$ cat src/rtl/quad_abs_sum_seq.sv
// quad_abs_sum_seq: collects four signed 4-bit samples (A..D), emits |A+B+C+D|
// with an overflow flag through a valid/ready output held until accepted.
// Ports: clk, rst_n (sync, active-low), clear (sync abort),
//        in_valid/in_data/in_ready (sample input), out_valid/out_ready/out_s/out_ovf
//        (result), sample_idx (next slot), grp_cnt (accepted results, wraps).
// Config: define QUAD_ABS_SAT_EN to saturate out_s to 4'hF on overflow (else 4'h0).
module quad_abs_sum_seq (
    input  logic       clk,
    input  logic       rst_n,
    input  logic       clear,
    input  logic       in_valid,
    input  logic [3:0] in_data,
    output logic       in_ready,
    output logic       out_valid,
    input  logic       out_ready,
    output logic [3:0] out_s,
    output logic       out_ovf,
    output logic [1:0] sample_idx,
    output logic [7:0] grp_cnt
);

    typedef enum logic {
        COLLECT = 1'b0,
        HOLD    = 1'b1
    } state_t;

`ifdef QUAD_ABS_SAT_EN
    localparam logic [3:0] OVF_VAL = 4'hF;
`else
    localparam logic [3:0] OVF_VAL = 4'h0;
`endif

    state_t     state;
    logic [3:0] slot_a;
    logic [3:0] slot_b;
    logic [3:0] slot_c;
    logic [5:0] sum;
    logic [5:0] abs6;
    logic [6:0] mag;
    logic [3:0] res_s;
    logic       res_ovf;

    // Held low during reset so nothing is offered before release.
    assign in_ready = rst_n && (state == COLLECT);

    // Sample D is used straight from the input so the result registers
    // on the same edge that accepts D.
    always_comb begin
        sum = {{2{slot_a[3]}}, slot_a}
            + {{2{slot_b[3]}}, slot_b}
            + {{2{slot_c[3]}}, slot_c}
            + {{2{in_data[3]}}, in_data};
        // -32 negates to 6'b100000, which is 32 read as unsigned.
        abs6    = sum[5] ? (~sum + 6'd1) : sum;
        mag     = {1'b0, abs6};
        res_ovf = (mag > 7'd15);
        res_s   = res_ovf ? OVF_VAL : mag[3:0];
    end

    always_ff @(posedge clk) begin
        if (!rst_n) begin
            state      <= COLLECT;
            sample_idx <= 2'd0;
            slot_a     <= 4'd0;
            slot_b     <= 4'd0;
            slot_c     <= 4'd0;
            out_valid  <= 1'b0;
            out_s      <= 4'd0;
            out_ovf    <= 1'b0;
            grp_cnt    <= 8'd0;
        end else if (clear) begin
            state      <= COLLECT;
            sample_idx <= 2'd0;
            slot_a     <= 4'd0;
            slot_b     <= 4'd0;
            slot_c     <= 4'd0;
            out_valid  <= 1'b0;
            out_s      <= 4'd0;
            out_ovf    <= 1'b0;
        end else begin
            unique case (state)
                COLLECT: begin
                    if (in_valid) begin
                        sample_idx <= sample_idx + 2'd1;
                        unique case (sample_idx)
                            2'd0: slot_a <= in_data;
                            2'd1: slot_b <= in_data;
                            2'd2: slot_c <= in_data;
                            2'd3: begin
                                state     <= HOLD;
                                out_valid <= 1'b1;
                                out_s     <= res_s;
                                out_ovf   <= res_ovf;
                            end
                        endcase
                    end
                end
                HOLD: begin
                    if (out_ready) begin
                        state     <= COLLECT;
                        out_valid <= 1'b0;
                        out_s     <= 4'd0;
                        out_ovf   <= 1'b0;
                        grp_cnt   <= grp_cnt + 8'd1;
                    end
                end
            endcase
        end
    end

endmodule

$ cat config.mk
export PLATFORM = sky130hd
export DESIGN_NAME = quad_abs_sum_seq
export DESIGN_NICKNAME = d
export VERILOG_FILES = /design/src/rtl/quad_abs_sum_seq.sv
export SDC_FILE = /design/constraint.sdc
export NUM_CORES = 1
export LEC_CHECK = 0
export ABC_AREA = 1
export BUFFER_PORTS_ARGS = -buffer_cell sky130_fd_sc_hd__buf_4
export CAP_MARGIN = 10
export CELL_PAD_IN_SITES_DETAIL_PLACEMENT = 0
export CELL_PAD_IN_SITES_GLOBAL_PLACEMENT = 1
export CORE_MARGIN = 2
export CORE_UTILIZATION = 25
export DETAILED_ROUTE_END_ITERATION = 8
export GPL_ROUTABILITY_DRIVEN = 0
export PLACE_DENSITY = 0.6
export SKIP_LAST_GASP = 1
export SLEW_MARGIN = 10
export SYNTH_ARGS = -nofsm -noshare
export SYNTH_HDL_FRONTEND = slang
export SYNTH_SLANG_ARGS = --single-unit
$ cat constraint.sdc
create_clock -name clk -period 3.15 [get_ports clk]
set_input_delay 0.315 -clock clk [delete_from_list [all_inputs] [get_ports clk]]
set_output_delay 0.315 -clock clk [all_outputs]
set_load 0.005 [all_outputs]
==> flow_metrics.env <==
export IMPL_path_common_cell="sky130_fd_sc_hd__inv_1"
export IMPL_met3_usage_in_global_routing=0.02705
export IMPL_total_overflow_reported_by_the_global_router=0
export IMPL_area_delta_synth_final_pct=21.68
export IMPL_drive_gt1_frac=0.2374
export IMPL_synth_seq_area_share=0.3256
export IMPL_clock_skew_final_ns=0.004970
export IMPL_critPathCaptureType="register"
export IMPL_synth_cells_most_frequent="sky130_fd_sc_hd__nand2_1, sky130_fd_sc_hd__inv_1, sky130_fd_sc_hd__dfxtp_1"
export IMPL_portBuffers=25
export IMPL_die_area_um2=7823
export IMPL_final_hold_viols=0
export IMPL_timing_final_setup_violations=0
export IMPL_leakagePower_uw=0.0009552
export IMPL_maxCapViolations=0
export IMPL_synth_top_cells_by_area="sky130_fd_sc_hd__dfxtp_1, sky130_fd_sc_hd__fa_1, sky130_fd_sc_hd__nand2_1, sky130_fd_sc_hd__inv_1, sky130_fd_sc_hd__ha_1"
export IMPL_slew_headroom=0.6582
export IMPL_worstMarginPinSlew_ns=0.5122
export IMPL_report_final_slew_viol_count=0
export IMPL_path_cells="inv_1, fa_1, inv_1, fa_1, ha_1, inv_1, fa_2, inv_1, nand2_1, nand2_2, nand2_2, nand2_4, nand2_4, or2_2, nand3_2, a21oi_2"
export IMPL_chipHeight_um=88.45
export IMPL_outcome="completed"
export IMPL_share_seq_of_total_power=0.439
export IMPL_synth_area_leader_cell="sky130_fd_sc_hd__dfxtp_1"
export IMPL_postCtsSetupBuffers=0
export IMPL_sw_frac_of_total=0.2845
export IMPL_drt_vias_per_instance=4.062
export IMPL_cp_start_kind="register"
export IMPL_floorplan_core_area_um2=6832
export IMPL_clock_tree_root_cell="sky130_fd_sc_hd__clkbuf_8"
export IMPL_layout_nets=286
export IMPL_library_cell_with_the_highest_instance_count_after_synthesis="sky130_fd_sc_hd__nand2_1"
export IMPL_hp_class="in2reg"
export IMPL_power_clock_fraction=0.364
export IMPL_layout_min_cycle_time_ns=2.951
export IMPL_final_period_utilization=0.9368
export IMPL_number_of_antenna_violations_at_the_first_check_in_global_routing=0
export IMPL_remaining_drc_errors=0
export IMPL_area_of_combinational_cells_with_multiple_inputs_um2=1033
export IMPL_grt_start_max_net_pins=15
export IMPL_ys_flop_type="sky130_fd_sc_hd__dfxtp_1"
export IMPL_crit_path_max_fanout=5
export IMPL_initial_utilization=0.2610
export IMPL_share_comb_of_total_power=0.197
export IMPL_cts_htree_levels=2
export IMPL_yosys_register_bits=29
export IMPL_mappedNetlistArea_um2=1783
export IMPL_post_synth_num_cell_types=26
export IMPL_synthesis_nets=256
export IMPL_total_inserted_antenna_cells=0
export IMPL_internal_power_uw=609.4
export IMPL_global_route_wire_length_before_repair_mm=6.417
export IMPL_via_count=1434
export IMPL_routed_wire_length_per_instance_um=10.32
export IMPL_drt_pass1_iter_count=4
export IMPL_route_final_wire_length_mm=3.643
export IMPL_maximum_achievable_frequency_mhz=338.9
export IMPL_tritoncts="done"
export IMPL_share_of_the_core_filled_with_cells_in_the_final_layout=0.3176
export IMPL_clock_path_buffers=2
export IMPL_area_sequential_um2=580.6
export IMPL_syn_area_per_cell_um2=7.854
export IMPL_timing_setup_critical_path_class="reg2reg"
export IMPL_grt_util_met1=0.1459
export IMPL_residual_antenna_violating_net_count_after_detailed_routing=0
export IMPL_via_count_of_the_first_global_routing_pass=1395
export IMPL_worst_ep_required_time_ns=3.31
export IMPL_async_reset_ff_frac=0
export IMPL_synth_edf_count=0
export IMPL_synth_top_area_share=0.3256
export IMPL_count_of_synthesis_stage_warnings_from_yosys=0
export IMPL_hpwl_mm=2.925
export IMPL_netSwitchingPower_uw=242.3
export IMPL_crit_arrival_ns=3.11
export IMPL_top_usage_layer="met2"
export IMPL_die_width_um=88.45
export IMPL_postSynthCellCount=227
export IMPL_placed_cell_area_um2=2081
export IMPL_pin_count=26
export IMPL_worst_skew_pair_later_pin_latency_ns=0.28
export IMPL_cellPowerDensity_nw_per_um2=392.6
export IMPL_total_global_route_track_usage=0.1065
export IMPL_numCtsBuffers=5
export IMPL_rsz_0062_raised_after_global_routing="no"
export IMPL_initialDrtViolationCount=37
export IMPL_crit_path_max_delay_cell_type="sky130_fd_sc_hd__fa_1"
export IMPL_core_rowCount=30
export IMPL_ir_drop_mv=0.1517
export IMPL_filler_cells=782
export IMPL_layout_cell_area_non_filler_um2=2170
export IMPL_clkSlewWorstSetupHoldPaths_ns=0.06
export IMPL_grt_util_met2=0.1572
export IMPL_clkSinkCount=29
export IMPL_worst_path_largest_cell_delay_ns=0.50
## flip-flops by register name, summed over array words and instances, names as in the netlist
register    cells
slot_c          4
out_s           4
sample_idx      2
out_ovf         1
state           1
out_valid       1
slot_a          4
slot_b          4
grp_cnt         8
## path summary, 6_finish.rpt
check        startpoint          to  slack, ns  cells after the start
min reg2reg  grp_cnt[7]  grp_cnt[7]       0.47                      2
min               rst_n  grp_cnt[2]       0.32                      3
max           slot_a[1]    out_s[1]       0.20                     16
max reg2reg   slot_a[1]    out_s[1]       0.20                     16
## critical path, delay by kind of cell (launching register included)
family / cells / cell delay (ns)
compound gates: 1 / 0.05
simple gates: 7 / 0.74
fa+ha+maj: 4 / 1.50
buf+inv: 4 / 0.23
flops: 1 / 0.31
## layout make-up
cell class                      instances  share of cell area
Clock buffer                            7             0.03979
Multi-Input combinational cell        153              0.4764
Tap cell                               96             0.05536
Timing Repair Buffer                   25             0.08651
Inverter                               43             0.07439
Sequential cell                        29              0.2676
## per-stage QoR
step	setup slack, ns	total power (uW)	hold WS [ns]	TNS (ns)	cells
4_1_cts	0.1305	868.0	0.3068	0	353
3_5_place_dp	-0.01293	551.4	0.4564	-0.01293	346
2_1_floorplan	0.2778	509.8	0.4394	0	227
3_3_place_gp	-0.0007896	552.4	0.4521	-0.0007896	346
5_1_grt	0.02223	910.4	0.3111	0	353
6_report	0.1990	851.7	0.3175	0	353
## repair_timing
| item | CTS | global route |
|---|---|---|
| setup endpoints to repair | 0 | 4 |
| hold buffers | 0 | 0 |
| resized for setup | 0 | 1 |
| endpoints found under the hold margin | 0 | 0 |
## power groups by stage
stage	Combinational, uW	Sequential, uW	Clock (uW)
3_5_place_dp	169	382	0
3_3_place_gp	170	382	0
4_1_cts	170	374	324
2_1_floorplan	128	382	0
6_report	168	374	310
5_1_grt	194	374	342
## placed cells by master, fill, tap and decap left out, types with 6 or more instances in the layout
master / n
sky130_fd_sc_hd__nand3_1: 14
sky130_fd_sc_hd__dfxtp_1: 29
sky130_fd_sc_hd__nor2_1: 8
sky130_fd_sc_hd__buf_4: 25
sky130_fd_sc_hd__a21oi_1: 26
sky130_fd_sc_hd__ha_1: 11
sky130_fd_sc_hd__o21ai_0: 12
sky130_fd_sc_hd__clkbuf_8: 6
sky130_fd_sc_hd__fa_1: 8
sky130_fd_sc_hd__inv_1: 39
sky130_fd_sc_hd__nand2_1: 40
## layer usage
metal	vias up	share of wire
met5	-	0
met1	631	0.52
met4	0	0.018
met2	16	0.44
met3	7	0.027
li1	780	-
## cell families after synthesis
logic type / Yosys count / share of synthesized area
AO/OA/AOI/OAI: 41 / 0.1214
adder cells (fa/ha/maj): 20 / 0.1782
XOR/XNOR: 1 / 0.004913
flip-flops: 29 / 0.3256
buffers and inverters: 45 / 0.09614
AND/OR/NAND/NOR: 91 / 0.2737
Power figures use the tool's default switching activity.
